**src/rtl/beep_seq_pkg.sv**
```systemverilog
// Shared types and constants for the beep sequencer: FSM states, note codes and the
// note-code to PWM-period table.
package beep_seq_pkg;

  typedef enum logic [1:0] {
    ST_IDLE,
    ST_LOAD,
    ST_PLAY,
    ST_GAP
  } state_t;

  typedef logic [3:0] note_t;

  localparam note_t NOTE_REST = 4'd0;

  // Codes 1..7 are C5..B5, 8..11 are system beep classes, the rest are silent
  localparam logic [31:0] NOTE_PERIOD [16] = '{
    32'd0,      32'd191113, 32'd170262, 32'd151686,
    32'd143173, 32'd127551, 32'd113636, 32'd101239,
    32'd100000, 32'd50000,  32'd25000,  32'd12500,
    32'd0,      32'd0,      32'd0,      32'd0
  };

  function automatic logic is_rest(input note_t code);
    return (code == NOTE_REST) || (code >= 4'd12);
  endfunction

endpackage

```
**src/rtl/beep_seq_if.sv**
```systemverilog
// Request/tone bundle between control logic (master) and beep_sequencer (slave).
// req_urgent exists only when BEEP_SEQ_PREEMPT_EN is defined.
interface beep_seq_if #(
  parameter int FIFO_DEPTH = 4
) ();
  import beep_seq_pkg::*;

  localparam int LEVEL_W = $clog2(FIFO_DEPTH) + 1;

  logic               req_valid;
  logic               req_ready;
  note_t              req_note;
  logic [7:0]         req_dur;
  logic               flush;
`ifdef BEEP_SEQ_PREEMPT_EN
  logic               req_urgent;
`endif
  logic               tone_en;
  logic [31:0]        tone_period;
  logic               busy;
  logic [LEVEL_W-1:0] fifo_level;

  modport master (
    output req_valid, req_note, req_dur, flush,
`ifdef BEEP_SEQ_PREEMPT_EN
    output req_urgent,
`endif
    input  req_ready, tone_en, tone_period, busy, fifo_level
  );

  modport slave (
    input  req_valid, req_note, req_dur, flush,
`ifdef BEEP_SEQ_PREEMPT_EN
    input  req_urgent,
`endif
    output req_ready, tone_en, tone_period, busy, fifo_level
  );

endinterface

```
**src/rtl/beep_seq_fifo.sv**
```systemverilog
// Synchronous request FIFO with flush, occupancy level and same-cycle push/pop.
// replace turns a push into "drop everything, keep only this entry".
module beep_seq_fifo #(
  parameter int DEPTH = 4,
  parameter int WIDTH = 12
) (
  input  logic                   clk,
  input  logic                   rst,
  input  logic                   flush,
  input  logic                   replace,
  input  logic                   push,
  input  logic                   pop,
  input  logic [WIDTH-1:0]       wdata,
  output logic [WIDTH-1:0]       rdata,
  output logic                   full,
  output logic                   empty,
  output logic [$clog2(DEPTH):0] level
);
  localparam int AW = $clog2(DEPTH);

  logic [WIDTH-1:0] mem [DEPTH];
  logic [AW-1:0]    rd_ptr;
  logic [AW-1:0]    wr_ptr;
  logic [AW-1:0]    wr_idx;

  assign wr_idx = replace ? '0 : wr_ptr;
  assign rdata  = mem[rd_ptr];
  assign full   = (level == (AW+1)'(DEPTH));
  assign empty  = (level == '0);

  always_ff @(posedge clk) begin
    if (push) mem[wr_idx] <= wdata;
  end

  // Pointers wrap naturally because DEPTH is a power of two
  always_ff @(posedge clk or negedge rst) begin
    if (!rst) begin
      rd_ptr <= '0;
      wr_ptr <= '0;
      level  <= '0;
    end else if (flush) begin
      rd_ptr <= '0;
      wr_ptr <= '0;
      level  <= '0;
    end else if (replace && push) begin
      rd_ptr <= '0;
      wr_ptr <= AW'(1);
      level  <= (AW+1)'(1);
    end else begin
      if (push) wr_ptr <= wr_ptr + AW'(1);
      if (pop)  rd_ptr <= rd_ptr + AW'(1);
      case ({push, pop})
        2'b10:   level <= level + (AW+1)'(1);
        2'b01:   level <= level - (AW+1)'(1);
        default: ;
      endcase
    end
  end

endmodule

```
**src/rtl/beep_sequencer.sv**
```systemverilog
// Queued tone-request sequencer feeding the speaker PWM stage: buffers note requests,
// plays them one at a time with a silent gap. Define BEEP_SEQ_PREEMPT_EN for urgent preemption.
module beep_sequencer
  import beep_seq_pkg::*;
#(
  parameter int TICK_CYCLES = 1_000_000,
  parameter int FIFO_DEPTH  = 4,
  parameter int GAP_TICKS   = 2
) (
  input  logic      clk,
  input  logic      rst,
  beep_seq_if.slave bus
);
  localparam int                 AW         = $clog2(FIFO_DEPTH);
  localparam int                 PRESC_W    = (TICK_CYCLES > 1) ? $clog2(TICK_CYCLES) : 1;
  localparam logic [PRESC_W-1:0] PRESC_LAST = PRESC_W'(TICK_CYCLES - 1);
  localparam logic [7:0]         GAP_COUNT  = 8'(GAP_TICKS);

  state_t             state;
  state_t             state_next;
  logic [PRESC_W-1:0] presc;
  logic [7:0]         tick_cnt;
  note_t              cur_note;
  logic [7:0]         cur_dur;
  logic [31:0]        period_q;
  logic [11:0]        fifo_rdata;
  logic [AW:0]        fifo_level;
  logic               fifo_full;
  logic               fifo_empty;
  logic               push;
  logic               pop;
  logic               urgent_push;
  logic               tick;
  logic               last_tick;
  logic               load_play;
  logic               load_gap;
  logic               tone_en;

  // Ready is forced high in reset so upstream never sees a stalled queue while it is held
  assign bus.req_ready = !rst || (!fifo_full && !bus.flush);
  assign push          = bus.req_valid && bus.req_ready;
`ifdef BEEP_SEQ_PREEMPT_EN
  assign urgent_push   = push && bus.req_urgent;
`else
  assign urgent_push   = 1'b0;
`endif
  assign tick          = (presc == PRESC_LAST);
  assign last_tick     = tick && (tick_cnt == 8'd1);

  beep_seq_fifo #(
    .DEPTH (FIFO_DEPTH),
    .WIDTH (12)
  ) u_fifo (
    .clk     (clk),
    .rst     (rst),
    .flush   (bus.flush),
    .replace (urgent_push),
    .push    (push),
    .pop     (pop),
    .wdata   ({bus.req_note, bus.req_dur}),
    .rdata   (fifo_rdata),
    .full    (fifo_full),
    .empty   (fifo_empty),
    .level   (fifo_level)
  );

  always_ff @(posedge clk or negedge rst) begin
    if (!rst) state <= ST_IDLE;
    else      state <= state_next;
  end

  // Flush and urgent pushes override the normal sequence and send the FSM back to IDLE
  always_comb begin
    state_next = state;
    pop        = 1'b0;
    load_play  = 1'b0;
    load_gap   = 1'b0;
    tone_en    = (state == ST_PLAY) && !is_rest(cur_note);
    if (bus.flush || urgent_push) begin
      state_next = ST_IDLE;
    end else begin
      case (state)
        ST_IDLE: begin
          if (!fifo_empty) begin
            pop        = 1'b1;
            state_next = ST_LOAD;
          end
        end
        ST_LOAD: begin
          if (cur_dur != 8'd0) begin
            load_play  = 1'b1;
            state_next = ST_PLAY;
          end else begin
            state_next = ST_IDLE;
          end
        end
        ST_PLAY: begin
          if (last_tick) begin
            if (GAP_TICKS == 0) begin
              state_next = ST_IDLE;
            end else begin
              load_gap   = 1'b1;
              state_next = ST_GAP;
            end
          end
        end
        ST_GAP: begin
          if (last_tick) state_next = ST_IDLE;
        end
        default: state_next = ST_IDLE;
      endcase
    end
  end

  // Prescaler restarts on every PLAY/GAP entry so each segment lasts whole ticks exactly
  always_ff @(posedge clk or negedge rst) begin
    if (!rst) begin
      presc    <= '0;
      tick_cnt <= '0;
      cur_note <= NOTE_REST;
      cur_dur  <= '0;
      period_q <= '0;
    end else begin
      if (pop) {cur_note, cur_dur} <= fifo_rdata;
      if (load_play || load_gap) begin
        presc    <= '0;
        tick_cnt <= load_play ? cur_dur : GAP_COUNT;
      end else if ((state == ST_PLAY) || (state == ST_GAP)) begin
        if (tick) begin
          presc    <= '0;
          tick_cnt <= tick_cnt - 8'd1;
        end else begin
          presc    <= presc + PRESC_W'(1);
        end
      end
      if (load_play && !is_rest(cur_note)) period_q <= NOTE_PERIOD[cur_note];
    end
  end

  assign bus.tone_en     = tone_en;
  assign bus.tone_period = period_q;
  assign bus.busy        = (state != ST_IDLE) || !fifo_empty;
  assign bus.fifo_level  = fifo_level;

endmodule

```
**src/flat_wrapper.sv**
```systemverilog
// flat-port wrapper written by rule: the top's interface ports become plain ports
module beep_sequencer_flat import beep_seq_pkg::*;
#(
  parameter int TICK_CYCLES = 1_000_000,
  parameter int FIFO_DEPTH  = 4,
  parameter int GAP_TICKS   = 2
)
  (clk, rst, bus_req_valid, bus_req_note, bus_req_dur, bus_flush, bus_req_ready, bus_tone_en, bus_tone_period, bus_busy, bus_fifo_level);
  beep_seq_if #(.FIFO_DEPTH(FIFO_DEPTH)) bus_i ();
  input  logic clk;
  input  logic rst;
  input wire logic [$bits(bus_i.req_valid)-1:0] bus_req_valid;
  input wire logic [$bits(bus_i.req_note)-1:0] bus_req_note;
  input wire logic [$bits(bus_i.req_dur)-1:0] bus_req_dur;
  input wire logic [$bits(bus_i.flush)-1:0] bus_flush;
  output wire logic [$bits(bus_i.req_ready)-1:0] bus_req_ready;
  output wire logic [$bits(bus_i.tone_en)-1:0] bus_tone_en;
  output wire logic [$bits(bus_i.tone_period)-1:0] bus_tone_period;
  output wire logic [$bits(bus_i.busy)-1:0] bus_busy;
  output wire logic [$bits(bus_i.fifo_level)-1:0] bus_fifo_level;
  assign bus_i.req_valid = bus_req_valid;
  assign bus_i.req_note = bus_req_note;
  assign bus_i.req_dur = bus_req_dur;
  assign bus_i.flush = bus_flush;
  assign bus_req_ready = bus_i.req_ready;
  assign bus_tone_en = bus_i.tone_en;
  assign bus_tone_period = bus_i.tone_period;
  assign bus_busy = bus_i.busy;
  assign bus_fifo_level = bus_i.fifo_level;
  beep_sequencer #(.TICK_CYCLES(TICK_CYCLES), .FIFO_DEPTH(FIFO_DEPTH), .GAP_TICKS(GAP_TICKS)) u_core (.clk(clk), .rst(rst), .bus(bus_i));
endmodule
```
**config.mk**
```make
export PLATFORM = sky130hd
export DESIGN_NAME = beep_sequencer_flat
export DESIGN_NICKNAME = d
export VERILOG_FILES = /design/src/rtl/beep_seq_pkg.sv /design/src/rtl/beep_seq_if.sv /design/src/rtl/beep_seq_fifo.sv /design/src/rtl/beep_sequencer.sv /design/src/flat_wrapper.sv
export SDC_FILE = /design/constraint.sdc
export NUM_CORES = 1
export LEC_CHECK = 0
export ABC_AREA = 1
export ABC_CLOCK_PERIOD_IN_PS = 3800
export CAP_MARGIN = 20
export CORE_ASPECT_RATIO = 1.2
export CORE_MARGIN = 10
export CORE_UTILIZATION = 62
export DETAILED_ROUTE_END_ITERATION = 10
export PLACE_DENSITY = 0.95
export SETUP_SLACK_MARGIN = 0.05
export SLEW_MARGIN = 30
export SYNTH_ARGS = -nofsm -noshare
export SYNTH_HDL_FRONTEND = slang
export SYNTH_SLANG_ARGS = --single-unit
```
**constraint.sdc**
```tcl
create_clock -name clk -period 3.8 [get_ports clk]
set_input_delay 0.57 -clock clk [delete_from_list [all_inputs] [get_ports clk]]
set_output_delay 0.57 -clock clk [all_outputs]
set_load 0.01 [all_outputs]
```
==> Word-level counts from Yosys, hierarchy flattened <==
Memory sizes are Yosys's and may differ from the RTL's. A register that Yosys moved wholly into a read port is not among the register bits.
Cells that the tools add are included.
Widths: inputs -> output; s select.
{ "word_totals": {"elab_cells": 86, "inputBits": 16, "regBits": 37, "out_inout_bits": 38, "ramBits": 48, "mem_bits_ro": 512, "mem_count": 2, "latch_bits": 0} }
{ "op_classes": {"bitwise": 1, "n_div": 0, "n_eq_ne": 11, "n_shift": 0, "magnitude_cmp": 1, "n_reduce_logical": 29, "multipliers": 0, "n_mux": 30, "addsub": 6} }
{ "memory_table": {"columns": ["name", "words", "word_bits", "rd", "rd_clocked_by_memory_dff", "wr", "line_no", "source"], "rows": [
  ["(no name shown)", 16, 32, 1, 1, 0, "beep_sequencer.sv:136", "if (load_play && !is_rest(cur_note)) period_q <= NOTE_PERIOD[cur_note];"],
  ["u_core.u_fifo.mem", 4, 12, 1, 1, 1, "beep_seq_fifo.sv:21", "logic [WIDTH-1:0] mem [DEPTH];"]
]} }
{ "op_table": {"columns": ["op", "count"], "rows": [
  ["$mux 20", 3],
  ["$mux 8", 4],
  ["$add 20x1->20 const B", 1],
  ["$eq 20x20->1 const B", 1],
  ["$mux 2", 9],
  ["$mux 1", 11],
  ["$reduce_bool 2->1", 5],
  ["$eq 8x1->1 const B", 1],
  ["$pmux 2 s4", 1],
  ["$reduce_bool 8->1", 1],
  ["$sub 8x1->8 const B", 1],
  ["$logic_not 1->1", 7],
  ["$eq 2x2->1 const B", 3],
  ["$ne 3x2->1 const B", 2],
  ["$pmux 3 s2", 1],
  ["$logic_and 1x1->1", 5],
  ["$logic_or 1x1->1", 5],
  ["$not 4->5", 1],
  ["$add 2x1->2 const B", 2],
  ["$eq 2x1->1 const B", 2],
  ["$ge 4x4->1 const B", 1],
  ["$logic_not 4->1", 1],
  ["$add 3x1->3 const B", 1],
  ["$eq 3x3->1 const B", 1],
  ["other kinds (8)", 8]
]} }

==> Longest topological paths before layout <==
Gate-level depths: netlist of run 1.
{ "depth": {"ltp_word": 8, "depth_mapped": 12, "ltp_nobuf": 12} }

==> By module <==
A second synthesis of run 1 with hierarchy kept.
{ "unflattened": {"hier_cells": 685, "area_unflattened_um2": 5939.4} }
{ "modules_own_cells": {"columns": ["mod", "cells_each", "area_each_um2", "n_inst", "seq_area_each_um2"], "rows": [
  ["beep_sequencer", 513, 3711.1, 1, 1501.4],
  ["beep_seq_fifo", 172, 2228.4, 1, 1616.6]
]} }

==> Least setup slack after synthesis of run 1 <==
No wires, ideal clock.
{ "synth_timing": {"kind": "input to register", "startpoint": "input bus_flush", "endpoint": "register u_core.u_fifo.level[2]", "slack_ns": 1.607, "arrival_ns": 2.077, "path_buffers": 1, "cell_stages": 12, "setup_time_ns": 0.116, "required_time_ns": 3.684, "path_cell_list": "buf_4 inv_1 nand2_1 nand2_1 nand2_1 nand2_1 inv_2 fa_1 xnor2_1 xor2_1 nand2_1 nand2_1"} }
{ "synth_between": {"elab_chain_cells": 7, "word_cells_on_any_way": 10, "classes_between": "2 x eq/ne; 3 x mux; 5 x reduce/logical"} }
{ "synth_lines": {"columns": ["item", "line_no", "source"], "rows": [
  ["start: declaration", "flat_wrapper.sv:15", "input wire logic [$bits(bus_i.flush)-1:0] bus_flush;"],
  ["$logic_not 1->1 *", "beep_sequencer.sv:40", "assign bus.req_ready = !rst || (!fifo_full && !bus.flush);"],
  ["$logic_and 1x1->1 *", "beep_sequencer.sv:40", null],
  ["$logic_or 1x1->1 *", "beep_sequencer.sv:40", null],
  ["via bus_req_ready", "flat_wrapper.sv:16", "output wire logic [$bits(bus_i.req_ready)-1:0] bus_req_ready;"],
  ["$logic_and 1x1->1 *", "beep_sequencer.sv:41", "assign push = bus.req_valid && bus.req_ready;"],
  ["$eq 2x1->1 / $eq 2x2->1 (equally long branches)", "beep_seq_fifo.sv:52", "case ({push, pop})"],
  ["$pmux 3 s2", "beep_seq_fifo.sv:52", null],
  ["$mux 3", "beep_seq_fifo.sv:41", "end else if (flush) begin"],
  ["end signal: assignment", "beep_seq_fifo.sv:48", "level <= (AW+1)'(1);"],
  ["end signal: assignment", "beep_seq_fifo.sv:53", "2'b10: level <= level + (AW+1)'(1);"],
  ["end signal: assignment", "beep_seq_fifo.sv:54", "2'b01: level <= level - (AW+1)'(1);"],
  ["end: declaration", "beep_seq_fifo.sv:17", "output logic [$clog2(DEPTH):0] level"]
]} }
The timed path passes the listed nets; every way through them passes the cells marked *.
A chain may end at the register's enable or synchronous reset.

==> Worst setup path after layout of run 1 <==
{ "layout_timing": {"startpoint": "register u_core.cur_note[0] (read register of u_core.u_fifo.mem)", "endpoint": "output bus_tone_en"} }
{ "layout_between": {"elab_chain_cells": 4, "word_cells_on_any_way": 5, "classes_between": "1 x order compare; 4 x reduce/logical"} }
{ "layout_lines": {"columns": ["item", "line_no", "source"], "rows": [
  ["start: declaration", "beep_sequencer.sv:23", "note_t cur_note;"],
  ["$ge 4x4->1 / $logic_not 4->1 (equally long branches)", "beep_seq_pkg.sv:25", "return (code == NOTE_REST) || (code >= 4'd12);"],
  ["$logic_or 1x1->1 *", "beep_seq_pkg.sv:25", null],
  ["$logic_not 1->1 *", "beep_sequencer.sv:78", "tone_en = (state == ST_PLAY) && !is_rest(cur_note);"],
  ["$logic_and 1x1->1 *", "beep_sequencer.sv:78", null],
  ["end: declaration", "flat_wrapper.sv:17", "output wire logic [$bits(bus_i.tone_en)-1:0] bus_tone_en;"]
]} }
Mark *: on every way between the ends. The rest lies on a longest branch, timed or not.

==> results.md, run 1 <==
- Total CTS buffers: 17
- EDFF count, synth: 48
- Clock Latency Late Sink: 0.41 ns
- Antenna violation net count after detailed routing: 0
- RSZ-0062 raised after global routing: false
- Top-count cell post-synth: nand2_1
- # IOs: 54
- Most instantiated cells after synthesis: nand2_1 (165), nor2_1 (74), dfrtp_1 (67), inv_1 (54), o21ai_0 (52)
- Inst Count DP: 808
- DIE AREA: 13900 um2
- Max_slew headroom: 0.364
- Least-Margin Pin Slew: 0.950 ns
- Status: complete, no violations
- Syn avg cell area: 8.96 um2
- Final worst setup slack: 0.889 ns
- H-Tree Depth: 4
- R2r setup slk: 1.29 ns
- Final setup TNS: 0 ns
- Seq/Total Area, Yosys: 0.523
- Fin Clk Skew: 0.0117 ns
- Final hold vios: 0
- Number of port buffers: 39
- Drt via density: 5.95
- Vias in the first global route: 4938
- Initial core utilization: 0.629
- P&R area growth vs syn: 17.0%
- Critical path, cell by cell: inv_1, ha_1, nand2_1, a21oi_1, nor2_1, clkdlybuf4s50_1
- Worst R2R Path Depth: 11
- VDD IR-drop max: 0.419 mV
- Final nets: 733
- Layout cells sized above 1: 0.0990
- Setup crit end kind: primary output
- Synth async-reset ratio: 0.583
- Die Width: 109 um
- Yosys reg bits: 115
- Post-Route WL: 15.3 mm
- Crit path DAT: 2.34 ns
- First-pass DRT Iterations: 5
- First-pass GRT wire length: 24.5 mm
- Top-area cell type share of the netlist area: 0.281
- Pwr dens: 720 nW/um2
- DRC viols: 0
- Synth area leaders: dfrtp_1 (28%), edfxtp_1 (24%), nand2_1 (10%)
- Cell area after synthesis: 5960 um2
- Average routed wire per standard cell: 18.3 um
- Cell leakage power: 3.05 nW
- Max incr delay on CP: 0.50 ns
- Worst Path Max Fanout: 6
- Total global routing overflow: 0
- DP Area: 6350 um2
- Slew Limit Fails: 0
- Netlist cell types: 40
- Gp weighted congestion: 0.938
- Hold crit path type: primary input to async pin
- FF-to-FF Start: u_core.state[1]
- Sink Count: 115
- # diodes: 0
- CTS tree: built
- F_max: 344 MHz
- Pin count of the biggest net entering global routing: 42
- Setup Buffers After CTS: 0
- Cell Count, Final, Fillers Out: 840
- Post-synth top area cell: dfrtp_1
- Max Cap Viol: 0
- Initial antenna violation count: 0
- # resized after CTS: 0
- Final Util: 0.737
- CP Launch Type: flip-flop
- Clk slew on worst S/H paths: 0.06 ns
- Endpoints failing setup: 0
- Core area: 9470 um2
- Post-route minimum period: 2.91 ns
- GRT Util Overall: 0.221
- Hold Buf Count CTS: 0
- CTS max path bufs: 2
- Post-Syn Instances: 665
- Hold WS: 0.273 ns
- Via count: 4998
- Die height: 127 um
- DRT iter0 DRCs: 492
- Final period util: 0.766
- Setup Crit Path Kind: flip-flop to primary output
- Slowest cell on the critical path: clkdlybuf4s50_1
- Overall power: 5.02 mW
- CP Data Required Time: 3.23 ns
- Worst R2R End: u_core.u_fifo.level[2]
- Final instance area: 6970 um2
- YS warnings: 0
- Top_reg_cell synth: dfrtp_1
- Row count: 39
- Root buffer cell: clkbuf_16
- Place WS: 0.879 ns
- DP Wirelength: 9.39 mm
[placed cells by master (no fill, tap or decap), types with 6 or more instances in the layout]
cell	synthesis	final
nand2_1	165	165
nor2_1	74	73
dfrtp_1	67	67
inv_1	54	54
o21ai_0	52	52
edfxtp_1	48	48
nand3_1	45	45
clkdlybuf4s50_1	0	38
clkbuf_16	0	17
nand4_1	16	16
xor2_1	15	15
conb_1	1	14
o22ai_1	12	12
ha_1	12	12
a21oi_1	9	9
nor2_2	5	6
o211ai_1	6	6
inv_6	0	6
buf_4	16	6
[worst max-delay path by stage]
stage                                  start                  endpoint
after floorplan                    bus_flush    u_core.u_fifo.level[2]
after global placement             bus_flush  u_core.u_fifo.mem[1][10]
after detailed placement           bus_flush  u_core.u_fifo.mem[2][10]
after CTS                 u_core.cur_note[0]               bus_tone_en
after global routing      u_core.cur_note[0]               bus_tone_en
final                     u_core.cur_note[0]               bus_tone_en
[layer usage]
layer	vias up	GRT usage	share of wire	routed length, um
met3	40	0.0558	0.073	1130
met2	262	0.397	0.54	8340
met4	0	0.0828	0.023	350
met5	-	0	0	0
li1	2261	-	-	-
met1	2435	0.241	0.36	5520
[power breakdown]
part / internal [mW] / total, mW / switching [mW] / leakage (nW)
Sequential: 1.55 / 1.79 / 0.244 / 1.29
Combinational: 0.591 / 1.54 / 0.949 / 1.46
Clock: 1.05 / 1.69 / 0.639 / 0.300
[registers in the layout (all words and copies together), names as in the netlist]
| signal | cells |
|---|---|
| u_core.u_fifo.mem | 48 |
| u_core.presc | 20 |
| u_core.bus.tone_period | 18 |
| u_core.cur_dur | 8 |
| u_core.tick_cnt | 8 |
| u_core.cur_note | 4 |
| u_core.u_fifo.level | 3 |
| u_core.state | 2 |
| u_core.u_fifo.rd_ptr | 2 |
| u_core.u_fifo.wr_ptr | 2 |
[cells by family (layout without fill, tap and decap cells)]
kind of cell | after synthesis | count (layout) | synth area share
xor+xnor | 18 | 18 | 0.0265
other cells | 1 | 14 | 0.000629
flops | 115 | 115 | 0.523
buf+inv | 95 | 134 | 0.0762
fa+ha+maj | 13 | 13 | 0.0286
simple gates | 327 | 327 | 0.247
compound gates | 96 | 96 | 0.0983
[critical path, delay by kind of cell (launching register included)]
kind,cells,cell delay [ns]
compound gates,1,0.30
fa+ha+maj,1,0.26
buf+inv,2,0.72
flops,1,0.45
simple gates,2,0.21
[cell type report]
type / instances / area, um2
Clock buffer: 17 / 425
Clock inverter: 15 / 194
Fill cell: 573 / 2490
Inverter: 57 / 214
Multi-Input combinational cell: 468 / 2440
Sequential cell: 115 / 3120
Tap cell: 123 / 154
Timing Repair Buffer: 45 / 430
Note: power is estimated with default switching activity, not from simulation.
==> inputs of run 2 (changes only) <==
--- a/config.mk
+++ b/config.mk
@@ -6,13 +6,13 @@
 export NUM_CORES = 1
 export LEC_CHECK = 0
 export ABC_AREA = 1
-export ABC_CLOCK_PERIOD_IN_PS = 3800
+export ABC_CLOCK_PERIOD_IN_PS = 2590
 export CAP_MARGIN = 20
 export CORE_ASPECT_RATIO = 1.2
 export CORE_MARGIN = 10
-export CORE_UTILIZATION = 62
+export CORE_UTILIZATION = 52
 export DETAILED_ROUTE_END_ITERATION = 10
-export PLACE_DENSITY = 0.95
+export PLACE_DENSITY = 0.86
 export SETUP_SLACK_MARGIN = 0.05
 export SLEW_MARGIN = 30
 export SYNTH_ARGS = -nofsm -noshare
==> constraint.sdc (replaced) <==
create_clock -name clk -period 2.59 [get_ports clk]
set_input_delay 0.3885 -clock clk [delete_from_list [all_inputs] [get_ports clk]]
set_output_delay 0.3885 -clock clk [all_outputs]
set_load 0.01 [all_outputs]
==> run 2 against run 1 <==
  * First-iteration DRC count shrank 18%
  * Cell count increased by 5.2%
  * Largest cell class unchanged
  * Hold slack lost 0.0084 ns
  * Global-route usage down 5.5 points
  * Total power grew 45%
  * Critical path depth fell by 1
  * Sequential share of layout area down 0.81 points
  * Die area increased by 16%
  * Critical path type unchanged
  * Cell area grew 1.8%
==> results.md, run 2 (synthesized netlist as in run 1, its figures left out) <==
- Status: complete, no violations
- Final nets: 746 (+1.8%)
- H-Tree Depth: 4 (unchanged)
- Sequential Area: 3120 um2 (unchanged)
- Die Width: 118 um (+7.5%)
- Critical path, cell by cell: clkinvlp_4, nor2_4, a21oi_2, nor2_1, clkdlybuf4s50_1
- Root buffer cell: clkbuf_16
- Drt via density: 5.43 (-8.8%)
- Most frequent cells in the layout: nand2_1 (165), nor2_1 (74), dfrtp_1 (67)
- DP Area: 6430 um2 (+1.3%)
- Max FFs per register: 48 (unchanged)
- DP Wirelength: 8.90 mm (-5.2%)
- DRC viols: 0 (unchanged)
- Average routed wire per standard cell: 15.5 um (-15%)
- Fin Clk Skew: 0.00986 ns (-0.00187 ns)
- Antenna violation net count after detailed routing: 0 (unchanged)
- Gp weighted congestion: 0.877 (-6.5%)
- Core area: 11100 um2 (+18%)
- Delay-heaviest family, CP: buffers and inverters
- Least-Margin Pin Slew: 0.854 ns (-0.0967 ns)
- Cell Count, Final, Fillers Out: 884 (+5.2%)
- Largest Register: u_core.u_fifo.mem
- Total CTS buffers: 17 (unchanged)
- Final period util: 0.990
- Max_slew headroom: 0.431 (+0.0668)
- Setup Crit Path Kind: flip-flop to primary output
- Clk slew on worst S/H paths: 0.05 ns (about the same)
- Multi-input logic area: 2450 um2 (+0.36%)
- Clock Latency Late Sink: 0.42 ns (about the same)
- First-pass DRT Iterations: 6 (+1)
- Pwr dens: 1030 nW/um2 (+43%)
- DRT iter0 DRCs: 401 (-18%)
- Sink Count: 115 (unchanged)
- Post-Route WL: 13.7 mm (-11%)
- Commonest non-fill, non-tap cell in the layout: nand2_1
- First-pass GRT wire length: 21.8 mm (-11%)
- Final setup TNS: 0 ns (unchanged)
- Row count: 42 (+7.7%)
- P&R area growth vs syn: 19.2%
- Worst Path Max Fanout: 7 (+1)
- # diodes: 0 (unchanged)
- Pin count of the biggest net entering global routing: 68 (+62%)
- Final hold vios: 0 (unchanged)
- GRT Util Overall: 0.165 (-0.0553)
- Setup crit end kind: primary output
- DIE AREA: 16200 um2 (+16%)
- Buf/Inv on CP: 2 (unchanged)
- Initial antenna violation count: 0 (unchanged)
- Hold Buf Count CTS: 0 (unchanged)
- RSZ-0062 raised after global routing: false
- CTS max path bufs: 2 (unchanged)
- Total global routing overflow: 0 (unchanged)
- CTS tree: built
- F_max: 390 MHz
- Die height: 137 um (+7.8%)
- CP Data Required Time: 2.20 ns (-1.03 ns)
- VDD IR-drop max: 0.632 mV (+51%)
- Final instance area: 7100 um2 (+1.8%)
- Slew Limit Fails: 0 (unchanged)
- # IOs: 54 (unchanged)
- Initial core utilization: 0.535 (-0.0946)
- Endpoints failing setup: 0 (unchanged)
- Fill cell count: 879 (+53%)
- Max Cap Viol: 0 (unchanged)
- Slowest cell on the critical path: clkdlybuf4s50_1
- Crit path DAT: 2.18 ns (-0.16 ns)
- Inst Count DP: 845 (+4.6%)
- Hold crit path type: primary input to async pin
- Via count: 4799 (-4.0%)
- Number of port buffers: 39 (unchanged)
- Layout cells sized above 1: 0.116 (+0.0174)
- Max incr delay on CP: 0.58 ns (+0.08 ns)
- Post-route minimum period: 2.56 ns
- Vias in the first global route: 4610 (-6.6%)
- Cell leakage power: 3.10 nW (+1.7%)
- CP Launch Type: flip-flop
[run 2: changes by cell type in the layout (fill, tap and decap cells not counted), moves of 3 or more]
| cell | change |
|---|---|
| buf_4 | +13 |
| inv_6 | -6 |
| inv_1 | -4 |
| clkinv_2 | +3 |
[run 2: final cells by class]
class,instances,share of cell area
clock inverter,11,0.0190
tap,154,0.0271
multi-input combinational,468,0.344
timing repair buffer,58,0.0743
sequential,115,0.439
inverter,57,0.0312
clock buffer,21,0.0648
[run 2: power by group]
group / internal, mW / switching (mW)
Combinational: 0.971 / 1.40
Sequential: 2.27 / 0.303
Clock: 1.55 / 0.794
Total: 4.79 / 2.50
[run 2: per-layer routing]
layer  global-route usage  up-vias  wire, um
met5                    0        -         0
met4               0.0640        0       280
li1                     -     2292         -
met2                0.298      180      7140
met1                0.182     2288      5370
met3               0.0479       39       871
[run 2: path summary, 6_finish.rpt]
check	from	end	slack [ns]	cells past startpoint
max in group asynchronous	rst	u_core.presc[9]	1.75	2
worst min-delay path	rst	u_core.bus.tone_period[1]	0.26	2
worst max-delay path	u_core.cur_note[3]	bus_tone_en	0.03	5
worst max register to register	u_core.cur_dur[5]	u_core.tick_cnt[2]	0.46	7
worst min register to register	u_core.bus.tone_period[13]	u_core.bus.tone_period[13]	0.47	2
min in group clk	u_core.bus.tone_period[13]	u_core.bus.tone_period[13]	0.47	2
[run 2: per-stage QoR]
step | power [mW] | hold WS (ns) | setup slack, ns | util
4_1_cts | 7.17 | 0.308 | 0.0729 | 0.633
2_1_floorplan | 4.01 | 0.0929 | 0.578 | -
3_3_place_gp | 4.67 | 0.457 | 0.276 | 0.578
3_5_place_dp | 4.77 | 0.464 | 0.201 | 0.578
6_report | 7.29 | 0.265 | 0.0261 | 0.637
5_1_grt | 7.72 | 0.350 | 0.000414 | 0.637
[run 2: what timing repair did]
item                                    in CTS  in global routing
endpoints found under the setup margin       1                  1
buffers inserted                             1                  6
gates resized for setup                      3                  4
pin swaps                                    0                  1
==> inputs of run 3 (changes only) <==
--- a/config.mk
+++ b/config.mk
@@ -5,7 +5,7 @@
 export SDC_FILE = /design/constraint.sdc
 export NUM_CORES = 1
 export LEC_CHECK = 0
-export ABC_AREA = 1
+export ABC_AREA = 0
 export ABC_CLOCK_PERIOD_IN_PS = 2590
 export CAP_MARGIN = 20
 export CORE_ASPECT_RATIO = 1.2
==> run 3 against run 2 <==
  * Via count decreased by 17%
  * Register-to-register slack got worse by 0.28 ns
  * Worst setup slack better by 0.16 ns
  * Clock-buffer cell count down 4
  * Sequential power is 4% higher
  * Cell area decreased by 5.0%
  * First-iteration DRC count shrank 21%
  * Sequential share of layout area grew 2.3 points
  * Non-clock buffer count rose by 2
==> results.md, run 3 <==
- Final nets: 558 (-25%)
- H-Tree Depth: 4 (unchanged)
- Antenna violation net count after detailed routing: 0 (unchanged)
- Crit path DAT: 2.69 ns (+0.51 ns)
- DRT iter0 DRCs: 315 (-21%)
- Final period util: 0.929 (-0.0608)
- F_max: 416 MHz (+6.5%)
- Fin Clk Skew: 0.00575 ns (-0.00411 ns)
- RSZ-0062 raised after global routing: false
- First-pass GRT wire length: 20.5 mm (-6.3%)
- DP Area: 6180 um2 (-4.0%)
- Max FFs per register: 48 (unchanged)
- VDD IR-drop max: 0.757 mV (+20%)
- Endpoints failing setup: 0 (unchanged)
- GRT Util Overall: 0.166 (+0.000345)
- Most frequent cells in the layout: dfrtp_1 (67), edfxtp_1 (48), nor2_1 (42)
- CP Launch Type: flip-flop
- Drt via density: 5.92 (+9.1%)
- Post-Syn Instances: 473 (-29%)
- Synth async-reset ratio: 0.583 (unchanged)
- DP Wirelength: 8.33 mm (-6.5%)
- Pwr dens: 1060 nW/um2 (+3.0%)
- First-pass DRT Iterations: 7 (+1)
- CTS max path bufs: 2 (unchanged)
- # IOs: 54 (unchanged)
- Average routed wire per standard cell: 18.4 um (+19%)
- Least-Margin Pin Slew: 0.840 ns (-0.0138 ns)
- Total CTS buffers: 17 (unchanged)
- Row count: 41 (-2.4%)
- Setup crit end kind: flip-flop
- Initial antenna violation count: 0 (unchanged)
- Synth area leaders: dfrtp_1 (30%), edfxtp_1 (26%), mux4_2 (4.8%)
- Top-count cell post-synth: dfrtp_1
- Initial core utilization: 0.532 (-0.00308)
- Final hold vios: 0 (unchanged)
- Die height: 134 um (-2.5%)
- Fill cell count: 772 (-12%)
- CP Data Required Time: 2.88 ns (+0.68 ns)
- Gp weighted congestion: 0.895 (+2.1%)
- Max_slew headroom: 0.440 (+0.00922)
- Number of port buffers: 39 (unchanged)
- Post-synth top area cell: dfrtp_1
- Slowest cell on the critical path: or4b_4
- Slew Limit Fails: 0 (unchanged)
- Netlist cell types: 64 (+60%)
- Largest Register: u_core.u_fifo.mem
- # diodes: 0 (unchanged)
- Commonest non-fill, non-tap cell in the layout: dfrtp_1
- Core area: 10600 um2 (-5.1%)
- Vias in the first global route: 4063 (-12%)
- Max incr delay on CP: 0.49 ns (-0.09 ns)
- Root buffer cell: clkbuf_16
- Buf/Inv on CP: 0 (-2)
- Hold Buf Count CTS: 0 (unchanged)
- Total global routing overflow: 0 (unchanged)
- Final setup TNS: 0 ns (unchanged)
- Pin count of the biggest net entering global routing: 68 (unchanged)
- Final instance area: 6750 um2 (-5.0%)
- Syn avg cell area: 11.9 um2 (+33%)
- Top-area cell type share of the netlist area: 0.298 (+0.0170)
- Sink Count: 115 (unchanged)
- P&R area growth vs syn: 20.0%
- Max Cap Viol: 0 (unchanged)
- Setup Crit Path Kind: flip-flop to flip-flop
- Layout cells sized above 1: 0.157 (+0.0404)
- Clk slew on worst S/H paths: 0.06 ns (about the same)
- CTS tree: built
- Overall power: 7.13 mW (-2.2%)
- Via count: 3973 (-17%)
- Hold WS: 0.255 ns (-0.00986 ns)
- EDFF count, synth: 48 (unchanged)
- Clock Latency Late Sink: 0.41 ns (about the same)
- Post-route minimum period: 2.41 ns (-0.157 ns)
- DIE AREA: 15400 um2 (-4.8%)
- Top_reg_cell synth: dfrtp_1
- YS warnings: 0 (unchanged)
- Hold crit path type: primary input to async pin
- DRC viols: 0 (unchanged)
- Delay-heaviest family, CP: simple AND/OR/NAND/NOR gates
- Worst Path Max Fanout: 6 (-1)
- Critical path, cell by cell: ha_1, or4b_4, nor3_4, nor4b_4, nor3_1, a221o_1
- Seq/Total Area, Yosys: 0.555 (+0.0316)
- Post-Route WL: 12.3 mm (-9.7%)
- Yosys reg bits: 115 (unchanged)
- Die Width: 115 um (-2.4%)
- Most instantiated cells after synthesis: dfrtp_1 (67), edfxtp_1 (48), nor2_1 (42), nand2_1 (32), a21oi_1 (21)
- Cell leakage power: 2.71 nW (-13%)
- Status: complete, no violations
- Cell area after synthesis: 5620 um2 (-5.7%)
run 3: cell types whose count changed after synthesis, sizes merged, moves of 12 or more:
cell / before / now
nand2: 168 / 32
inv: 57 / 12
nand3: 48 / 8
nor2: 80 / 42
o21ai: 57 / 30
nand4: 16 / 3
mux4: 0 / 12
run 3: metrics by stage:
stage,utilization,instances,setup WS [ns]
4_1_cts,0.638,671,0.150
5_1_grt,0.638,671,0.0883
3_3_place_gp,0.585,639,0.206
2_1_floorplan,-,486,0.243
6_report,0.638,671,0.184
3_5_place_dp,0.585,639,0.0905
run 3: cell families after synthesis:
kind of cell / count (synthesis) / share of synthesized area
XOR/XNOR: 19 / 0.0296
AO/OA/AOI/OAI: 106 / 0.128
multiplexers: 24 / 0.0717
adder cells (fa/ha/maj): 13 / 0.0303
flip-flops: 115 / 0.555
other: 1 / 0.000667
buffers and inverters: 48 / 0.0423
AND/OR/NAND/NOR: 147 / 0.142
run 3: layer usage:
| layer | wire length [um] | track usage | up-vias |
|---|---|---|---|
| met2 | 6660 | 0.291 | 147 |
| li1 | - | - | 1844 |
| met1 | 4550 | 0.176 | 1956 |
| met4 | 361 | 0.0785 | 0 |
| met5 | 0 | 0 | - |
| met3 | 766 | 0.0495 | 26 |
run 3: worst reg2reg max path, cell delays in order, from the launching register on:
cell and delay, ns:
dfrtp_1 0.42, ha_1 0.23, or4b_4 0.49, nor3_4 0.21
nor4b_4 0.39, nor3_1 0.18, a221o_1 0.36
run 3: what timing repair did:
item | CTS | global route
setup endpoints to repair | 1 | 1
setup buffers | 0 | 0
resized for setup | 4 | 1
run 3: cell type report:
cell class / instances / area, um2 / area share
clock inverters: 15 / 133 / 0.0197
well taps: 129 / 161 / 0.0239
clock buffers: 17 / 425 / 0.0631
repair buffers: 60 / 542 / 0.0803
flip-flops and latches: 115 / 3120 / 0.462
multi-input cells: 323 / 2320 / 0.344
inverters: 12 / 45.0 / 0.00668
run 3: report_power, final:
part           total, mW  internal (mW)  switching [mW]
Sequential          2.68           2.28           0.397
Combinational       2.28           1.08            1.20
Clock               2.18           1.32           0.855
Total               7.13           4.68            2.45
run 3: worst paths after layout:
| path | startpoint | to | slack [ns] | depth (start not counted) |
|---|---|---|---|---|
| min in group clk | u_core.bus.tone_period[9] | u_core.bus.tone_period[9] | 0.47 | 2 |
| worst min register to register | u_core.bus.tone_period[9] | u_core.bus.tone_period[9] | 0.47 | 2 |
| worst max register to register | u_core.presc[0] | u_core.tick_cnt[4] | 0.18 | 6 |
| worst min-delay path | rst | u_core.bus.tone_period[13] | 0.25 | 2 |
| max in group asynchronous | rst | u_core.bus.tone_period[9] | 1.76 | 2 |
| worst max-delay path | u_core.presc[0] | u_core.tick_cnt[4] | 0.18 | 6 |
